===== src/rtl/lcd_text_writer.sv =====
// Write-only HD44780 driver for the 2x16 character LCD on its 4-bit bus: power-on init,
// configuration, then frames built from a snapshot of the ALU's 32-character text buffer.
module lcd_text_writer #(
  parameter int T_POWERON = 750000,
  parameter int T_INIT1   = 205000,
  parameter int T_INIT2   = 5000,
  parameter int T_CMD     = 2000,
  parameter int T_CLEAR   = 82000,
  parameter int T_SETUP   = 2,
  parameter int T_EHIGH   = 12,
  parameter int T_NIBGAP  = 50,
  parameter int CNT_W     = 20
) (
  input  logic         Clock,
  input  logic         Reset,
  input  logic [255:0] iChars,
  input  logic         iUpdate,
  output logic         LCD_E,
  output logic         LCD_RS,
  output logic         LCD_RW,
  output logic [3:0]   SF_DATA,
  output logic         oBusy,
  output logic         oDone
);

  typedef enum logic [2:0] {S_POWERON, S_SETUP, S_EHIGH, S_GAP, S_WAIT, S_IDLE} state_t;
  typedef enum logic [1:0] {PH_INIT, PH_CFG, PH_FRAME} phase_t;

  // Counter reload values: a state loaded with C_x lasts exactly T_x cycles.
  localparam logic [CNT_W-1:0] C_POWERON = CNT_W'(T_POWERON - 1);
  localparam logic [CNT_W-1:0] C_INIT1   = CNT_W'(T_INIT1 - 1);
  localparam logic [CNT_W-1:0] C_INIT2   = CNT_W'(T_INIT2 - 1);
  localparam logic [CNT_W-1:0] C_CMD     = CNT_W'(T_CMD - 1);
  localparam logic [CNT_W-1:0] C_CLEAR   = CNT_W'(T_CLEAR - 1);
  localparam logic [CNT_W-1:0] C_SETUP   = CNT_W'(T_SETUP - 1);
  localparam logic [CNT_W-1:0] C_EHIGH   = CNT_W'(T_EHIGH - 1);
  localparam logic [CNT_W-1:0] C_GAP     = CNT_W'(T_NIBGAP - 1);
  localparam logic [5:0]       LAST_IDX  = 6'd33;

  state_t              r_state, w_state_nx;
  phase_t              r_phase, w_phase_nx;
  logic [CNT_W-1:0]    r_cnt, w_cnt_nx;
  logic [5:0]          r_idx, w_idx_nx;
  logic                r_lo, w_lo_nx;
  logic                r_pend;
  logic [31:0][7:0]    r_chars;
  logic                w_snap, w_done, w_pend_clr, w_cnt_zero;
  logic [7:0]          w_byte;
  logic [4:0]          w_k;
  logic                w_rs_nx;
  logic [3:0]          w_nib_nx;

  assign w_cnt_zero = (r_cnt == '0);
  assign w_nib_nx   = w_lo_nx ? w_byte[3:0] : w_byte[7:4];
  assign LCD_RW     = 1'b0;

  always_ff @(posedge Clock) begin
    if (Reset) begin
      r_state <= S_POWERON;
      r_cnt   <= C_POWERON;
      r_phase <= PH_INIT;
      r_idx   <= '0;
      r_lo    <= 1'b0;
      r_pend  <= 1'b0;
      r_chars <= '0;
      LCD_E   <= 1'b0;
      LCD_RS  <= 1'b0;
      SF_DATA <= 4'h0;
      oBusy   <= 1'b1;
      oDone   <= 1'b0;
    end else begin
      r_state <= w_state_nx;
      r_cnt   <= w_cnt_nx;
      r_phase <= w_phase_nx;
      r_idx   <= w_idx_nx;
      r_lo    <= w_lo_nx;
      r_pend  <= w_pend_clr ? 1'b0 : (r_pend | (iUpdate & (r_state != S_IDLE)));
      if (w_snap) r_chars <= iChars;
      // Bus only changes on entry to SETUP, so it is frozen whenever E can be high.
      if (w_state_nx == S_SETUP) begin
        LCD_RS  <= w_rs_nx;
        SF_DATA <= w_nib_nx;
      end
      LCD_E   <= (w_state_nx == S_EHIGH);
      oBusy   <= (w_state_nx != S_IDLE);
      oDone   <= w_done;
    end
  end

  always_comb begin
    w_state_nx = r_state;
    w_phase_nx = r_phase;
    w_idx_nx   = r_idx;
    w_lo_nx    = r_lo;
    w_cnt_nx   = w_cnt_zero ? r_cnt : r_cnt - 1'b1;
    w_snap     = 1'b0;
    w_done     = 1'b0;
    w_pend_clr = 1'b0;
    case (r_state)
      S_POWERON: if (w_cnt_zero) begin
        w_state_nx = S_SETUP;
        w_cnt_nx   = C_SETUP;
      end
      S_SETUP: if (w_cnt_zero) begin
        w_state_nx = S_EHIGH;
        w_cnt_nx   = C_EHIGH;
      end
      S_EHIGH: if (w_cnt_zero) begin
        if (r_phase == PH_INIT) begin
          w_state_nx = S_WAIT;
          case (r_idx[1:0])
            2'd0:    w_cnt_nx = C_INIT1;
            2'd1:    w_cnt_nx = C_INIT2;
            default: w_cnt_nx = C_CMD;
          endcase
        end else if (!r_lo) begin
          w_state_nx = S_GAP;
          w_cnt_nx   = C_GAP;
        end else begin
          w_state_nx = S_WAIT;
          w_cnt_nx   = (r_phase == PH_CFG && r_idx == 6'd3) ? C_CLEAR : C_CMD;
        end
      end
      S_GAP: if (w_cnt_zero) begin
        w_state_nx = S_SETUP;
        w_cnt_nx   = C_SETUP;
        w_lo_nx    = 1'b1;
      end
      S_WAIT: if (w_cnt_zero) begin
        w_state_nx = S_SETUP;
        w_cnt_nx   = C_SETUP;
        w_lo_nx    = 1'b0;
        w_idx_nx   = r_idx + 1'b1;
        case (r_phase)
          PH_INIT: if (r_idx == 6'd3) begin
            w_phase_nx = PH_CFG;
            w_idx_nx   = '0;
          end
          PH_CFG: if (r_idx == 6'd3) begin
            w_phase_nx = PH_FRAME;
            w_idx_nx   = '0;
            w_snap     = 1'b1;
          end
          default: if (r_idx == LAST_IDX) begin
            w_done   = 1'b1;
            w_idx_nx = '0;
            // A request seen during the frame (or right now) restarts back-to-back.
            if (r_pend | iUpdate) begin
              w_snap     = 1'b1;
              w_pend_clr = 1'b1;
            end else begin
              w_state_nx = S_IDLE;
              w_cnt_nx   = '0;
            end
          end
        endcase
      end
      S_IDLE: if (iUpdate) begin
        w_state_nx = S_SETUP;
        w_cnt_nx   = C_SETUP;
        w_phase_nx = PH_FRAME;
        w_idx_nx   = '0;
        w_lo_nx    = 1'b0;
        w_snap     = 1'b1;
      end
      default: w_state_nx = S_POWERON;
    endcase
  end

  // Byte (and RS) for the step about to be sent; init nibbles use a doubled byte so
  // the high nibble is the one sent.
  always_comb begin
    w_byte  = 8'h00;
    w_rs_nx = 1'b0;
    w_k     = '0;
    case (w_phase_nx)
      PH_INIT: w_byte = (w_idx_nx == 6'd3) ? 8'h22 : 8'h33;
      PH_CFG: begin
        case (w_idx_nx[1:0])
          2'd0:    w_byte = 8'h28;
          2'd1:    w_byte = 8'h06;
          2'd2:    w_byte = 8'h0C;
          default: w_byte = 8'h01;
        endcase
      end
      default: begin
        if (w_idx_nx == 6'd0) begin
          w_byte = 8'h80;
        end else if (w_idx_nx == 6'd17) begin
          w_byte = 8'hC0;
        end else begin
          w_rs_nx = 1'b1;
          w_k     = (w_idx_nx < 6'd17) ? 5'(w_idx_nx - 6'd1) : 5'(w_idx_nx - 6'd2);
          w_byte  = r_chars[5'd31 - w_k];
        end
      end
    endcase
  end

endmodule

===== config.mk =====
export PLATFORM = sky130hd
export DESIGN_NAME = lcd_text_writer
export DESIGN_NICKNAME = d
export VERILOG_FILES = /design/src/rtl/lcd_text_writer.sv
export SDC_FILE = /design/constraint.sdc
export NUM_CORES = 1
export LEC_CHECK = 0
export BUFFER_PORTS_ARGS = -buffer_cell sky130_fd_sc_hd__buf_2
export CAP_MARGIN = 15
export CORE_UTILIZATION = 40
export DETAILED_ROUTE_END_ITERATION = 6
export SYNTH_ARGS = -nofsm -noshare
export SYNTH_HDL_FRONTEND = slang
export SYNTH_SLANG_ARGS = --single-unit

===== constraint.sdc =====
create_clock -name Clock -period 5.4 [get_ports Clock]
set_input_delay 1.08 -clock Clock [delete_from_list [all_inputs] [get_ports Clock]]
set_output_delay 1.08 -clock Clock [all_outputs]
set_load 0.02 [all_outputs]

Yosys cells after proc, flatten, opt, wreduce, memory -nomap -nowiden
Cells that the tools add are included.

Register bits after elaboration: 297. Output and inout port bits: 9. Bits of input ports: 259. Logic and storage cells: 150.

Muxes and demuxes: 64. Order comparisons: 2. Reduce and logical (&&, ||, !) cells: 13. Add/subtract/negate cells: 5. Bitwise operators: 5. Equal/unequal tests: 18.

Operators with widths (count): $mux W20 (7); $pmux W20 S5 (1); $bmux W8 S5 (1); $pmux W18 S2 (1); $mux W17 (2); $mux W3 (10); $mux W6 (5); $mux W8 (3); $logic_not A20 Y1 (1); $sub A20 B1 Y20 const B (1); $mux W1 (18); $pmux W6 S3 (1); $pmux W8 S2 (1); $pmux W3 S5 (1); $eq A6 B2 Y1 const B (2); $pmux W6 S2 (1); $mux W5 (2); $eq A3 B2 Y1 const B (3); $eq A2 B1 Y1 const B (4); $logic_not A2 Y1 (4); $mux W2 (4); $pmux W2 S2 (2); $reduce_or A2 Y1 (4); $add A6 B1 Y6 const B (1); other kinds (21) (27).

Longest topological paths before layout
Depth after elaboration: 14. Mapped depth: 22. Depth with buffers taken out: 18.

Worst setup path after synthesis
No wires, ideal clock.

Path kind: register to register. Start point: reg r_idx[0]. End point: reg SF_DATA[2]. Path buffers: 2. Data required time: 5.330 ns. Path slack: 1.156 ns. Arrival time: 4.173 ns. Period minus slack after synthesis: 4.244 ns. Stages on the path, launching flop included: 18. Setup time: 0.070 ns. Cell sequence: dfxtp_1 ha_1 nor4b_1 nand2_1 and3_1 and3_1 nor2_1 ha_1 o211a_1 o21ai_4 xnor2_1 buf_2 clkbuf_1 nand2_1 a311oi_1 o211ai_1 and4b_1 o2bb2ai_1.

Cells in the longest elaborated chain, start to end: 14. Elaborated cells on any way between the ends: 38. Classes of those cells: 4 x add/sub; 1 x order compare; 7 x eq/ne; 23 x mux; 3 x reduce/logical.

Ends and longest elaborated chain: from (decl) (line 43) `logic [5:0] r_idx, w_idx_nx;`; from (signal assigned) (line 75) `r_idx <= w_idx_nx;`; $add A6 B1 Y6 (tied with other cells) (line 133) `w_idx_nx = r_idx + 1'b1;`; $mux W6, on equally long branches (line 144, 135, 139); $mux W6; $mux W6 (line 129) `S_WAIT: if (w_cnt_zero) begin`; $pmux W6 S2 (line 99) `case (r_state)`; $sub A5 B2 Y5 (tied with other cells) (line 193) `w_k = (w_idx_nx < 6'd17) ? 5'(w_idx_nx - 6'd1) : 5'(w_idx_nx - 6'd2);`; $mux W5 (line 193); $sub A5 B5 Y5 (line 194) `w_byte = r_chars[5'd31 - w_k];`; $bmux W8 S5 (line 194); $mux W8 (not written as such) (line 194); $mux W8 (line 189) `end else if (w_idx_nx == 6'd17) begin`; $mux W8 (line 187) `if (w_idx_nx == 6'd0) begin`; $pmux W8 S2 (line 176) `case (w_phase_nx)`; $mux W4 (line 54) `assign w_nib_nx = w_lo_nx ? w_byte[3:0] : w_byte[7:4];`; to (signal assigned) (line 82) `SF_DATA <= w_nib_nx;`; to (decl) (line 21) `output logic [3:0] SF_DATA,`.

Several ways; a longest one is shown, not always the timed one. The select of a mux whose other input is x is not followed. A chain may end at the register's enable or synchronous reset.

Worst setup path in the final report
Start point: reg r_cnt[16]. End point: reg SF_DATA[3].

Cells in the longest elaborated chain, start to end: 12. Elaborated cells on any way between the ends: 33. Classes of those cells: 3 x add/sub; 1 x order compare; 5 x eq/ne; 20 x mux; 4 x reduce/logical.

Ends and longest elaborated chain: from (decl) (line 42) `logic [CNT_W-1:0] r_cnt, w_cnt_nx;`; from (signal assigned) (line 73) `r_cnt <= w_cnt_nx;`; $logic_not A20 Y1 * (line 53) `assign w_cnt_zero = (r_cnt == '0);`; $mux W6 (line 129); $pmux W6 S2 (line 99); $sub A5 B2 Y5 (tied with other cells) (line 193); $mux W5 (line 193); $sub A5 B5 Y5 (line 194); $bmux W8 S5 (line 194); $mux W8 (not written as such) (line 194); $mux W8 (line 189); $mux W8 (line 187); $pmux W8 S2 (line 176); $mux W4 (line 54).

Mark *: on every way between the ends. The rest lies on a longest branch, timed or not. The select of a mux whose other input is x is not followed.

==> impl_results.md <==
* CP most frequent cell: o311ai_1
* Setup-failing EPs final at 0
* Inserted Diodes at 0
* CP arrival at 5250 ps
* Largest net degree at the start of global routing at 157
* Final Wtd Congestion at 0.971
* Max FO, Critical Path at 21
* Gate power share at 3.8%
* Final WS setup at 527 ps
* Post-DR vias/cell at 5.46
* Fmax at 205 MHz
* Slowest cell on the critical path: or3_2
* CTS Buf Count at 34
* Synth Area in XOR/XNOR at 1.25%
* Worst setup EP type: flip-flop
* Rows at 68
* Critical Path Source Type: flip-flop
* Mapped Cells at 1,911
* Port Buffer Count at 266
* Worst r2r src: r_cnt[16]
* Total gr overflow at 0
* LEAKAGE at 6.21 nW
* Vias post-DR at 14,150
* Post-synthesis simple-gate area fraction at 27.5%
* Largest family of logic cells by synthesized area: simple AND/OR/NAND/NOR gates
* Clock slew at reported path FFs at 60 ps
* Clock Skew at 18.0 ps
* Pre-CTS setup slack at 480 ps
* DP Wirelength at 34,300 um
* Worst reg2reg path depth at 15
* Critical path class: reg -> reg
* Detailed-route wire length at 47,500 um
* PostCTS Resize Cnt at 0
* Netlist cell types at 72
* Netlist Area Pre-Place at 14,100 sq um
* Core box area at 34,500 sq um
* Post-CTS Hold Fix Bufs at 0
* Area Overhead vs Synth at 21.1%
* Final period util at 90.2%
* Postcts setup bufs at 0
* Die Wd at 189 um
* Instance count on the critical path at 15
* Max IR drop VDD at 0.000193 V
* Initial DRC count at 1,272
* Cell Chain, Critical Path: or4_1 -> nor2_1 -> and3_4 -> inv_2 -> or4_4 -> and3_1 -> o2111a_1 -> or3_2 -> buf_4 -> nand2_1 -> nand3_1 -> a31oi_1 -> a211oi_1 -> o311ai_1 -> o311ai_1
* Post-Synth Adder-Cell Area at 1.25%
* Minimum clock period at 4870 ps
* Inst Count DP at 2,529
* Reg2reg end: SF_DATA[3]
* Sw Share at 21.9%
* Setup TNS at 0 ps
* First-pass DRT Iterations at 5
* Slew HR at 24.5%
* GRT Resource Usage Total at 26.0%
* CTS Root Cell: clkbuf_16
* Max-capacitance violation count at 0
* Max Slew Vio Count at 0
* Antenna-violating nets left at 0
* Hold_ws at 452 ps
* WL per Instance at 18.4 um
* CTS H-Tree Depth at 2
* Die Ht at 189 um
* Switching Power at 1.06 mW
* Register bit total from synthesis at 297
* Share of cells above drive strength 1 at 18.2%
* Clock network fraction of total power at 50.7%
* FFs w/ async S/R, synth at 0%
* Clk buf depth at 3
* Internal power at 3.77 mW
* IO Count at 268
* Crit. Startpoint: r_cnt[16]
* Proportion of synthesized area in mux cells at 6.23%
* Clk_lat worst skew at 520 ps
* Syn avg cell area at 7.36 sq um
* # DRC at 0
* RSZ-0062 raised after global routing: no
* Crit path to: SF_DATA[3]
* Die area at 35,900 sq um
* Yosys warning total at 0
* CP top delay family: simple AND/OR/NAND/NOR gates
* Post-Syn Nets at 2,184
* Type of the worst min-delay path: reg -> reg
* Commonest non-fill, non-tap cells in the layout: nand2_1, dfxtp_1, a21oi_1
* Status: complete, no violations
* Post-synthesis compound-gate area fraction at 16.9%
* CTS tree: built
* Layout Cells excl Fill at 2,590
* Seq/Total Area, Yosys at 42.3%
* Pwr per Cell Area at 284 nW/um^2
* Initial Util at 40.7%
* Top_reg_cell synth: dfxtp_1
* Reg2reg setup slack at 530 ps
* Final hold vios at 0
* Initial antenna violation count at 0
* Worst Tran Pin Value at 1130 ps
* Number of global-route vias before repair at 13,638
* CTS Sinks at 297
* Commonest non-fill, non-tap cell in the layout: nand2_1
* Post-synth EDFFs at 0
* Final Net Count at 2,383
* CP peak stage delay at 710 ps
* First-pass GRT wire length at 73,700 um
* Worst EP required at 5780 ps
* Register share of total power at 45.5%
* Worst path bufs/invs at 2
==> worst register-to-register path: cells and delay by family (launching register included) <==
| family | cells | cell delay [ps] |
|---|---|---|
| and+or+nand+nor | 8 | 2810 |
| AOI/OAI and AO/OA | 5 | 1160 |
| buffers and inverters | 2 | 400 |
| DFF | 1 | 350 |
==> power groups by stage <==
stage          combinational, mW  clock, mW  sequential, mW
3_5_place_dp               0.181          0            2.25
2_1_floorplan             0.0535          0            2.24
6_report                   0.183       2.45            2.20
4_1_cts                    0.182       2.48            2.20
5_1_grt                    0.195       2.57            2.20
3_3_place_gp               0.179          0            2.25
==> area by class of cell <==
type / instances / area (sq um)
Inverter: 11 / 41.3
Clock inverter: 19 / 251
Multi-Input combinational cell: 1463 / 7540
Tap cell: 455 / 569
Sequential cell: 297 / 5950
Clock buffer: 42 / 942
Timing Repair Buffer: 303 / 1730
Fill cell: 3521 / 17500
==> through the flow <==
step	utilization [%]	instance area, sq um	total power [mW]
6_report	49.3	17000	4.83
4_1_cts	49.3	17000	4.86
5_1_grt	49.3	17000	4.97
3_3_place_gp	45.8	15800	2.42
3_5_place_dp	45.8	15800	2.43
2_1_floorplan	-	14100	2.30
==> Yosys cell counts (13+ instances only) <==
| cell type | n | area [sq um] |
|---|---|---|
| nor2_1 | 68 | 255 |
| nand2_1 | 693 | 2600 |
| a31oi_1 | 13 | 81.3 |
| mux2i_1 | 74 | 741 |
| and3_1 | 15 | 93.8 |
| buf_2 | 15 | 75.1 |
| nor3_1 | 18 | 90.1 |
| o21ai_0 | 30 | 150 |
| nand3_1 | 54 | 270 |
| dfxtp_1 | 297 | 5950 |
| a21oi_1 | 285 | 1430 |
| ha_1 | 14 | 175 |
| clkbuf_1 | 115 | 432 |
| nand4_1 | 26 | 163 |
==> registers in the layout (all words and copies together), names as in the netlist, 2 cells and up <==
name and flops:
r_cnt 20, r_state 3, SF_DATA 4, r_idx 6
r_phase 2, r_chars 256
==> layer usage <==
metal / up-vias / routed length [um] / share of wire [%] / global-route usage (%)
met1: 6565 / 20300 / 43 / 34.3
met2: 598 / 22000 / 46 / 42.1
met3: 113 / 3480 / 7.3 / 4.32
met4: 0 / 1730 / 3.6 / 10.1
met5: - / 0 / 0 / 0
li1: 6874 / - / - / -
==> cell families (layout without fill, tap and decap cells) <==
| group | count (synthesis) | count (layout) |
|---|---|---|
| multiplexers | 82 | 82 |
| buffers and inverters | 151 | 375 |
| adder cells (fa/ha/maj) | 14 | 14 |
| XOR/XNOR | 20 | 20 |
| AND/OR/NAND/NOR | 930 | 930 |
| flip-flops | 297 | 297 |
| AO/OA/AOI/OAI | 416 | 416 |
| other | 1 | 1 |
==> how the worst min path moves through the flow <==
stage / start / to / slack [ps] / cells after the start
final: r_chars[46] / r_chars[46] / 450 / 2
after global routing: r_chars[252] / r_chars[252] / 470 / 2
after CTS: r_chars[150] / r_chars[150] / 450 / 2
after detailed placement: r_chars[150] / r_chars[150] / 450 / 2
after global placement: r_chars[188] / r_chars[188] / 440 / 2
after floorplan: r_chars[107] / r_chars[107] / 440 / 2
Power figures use the tool's default switching activity.
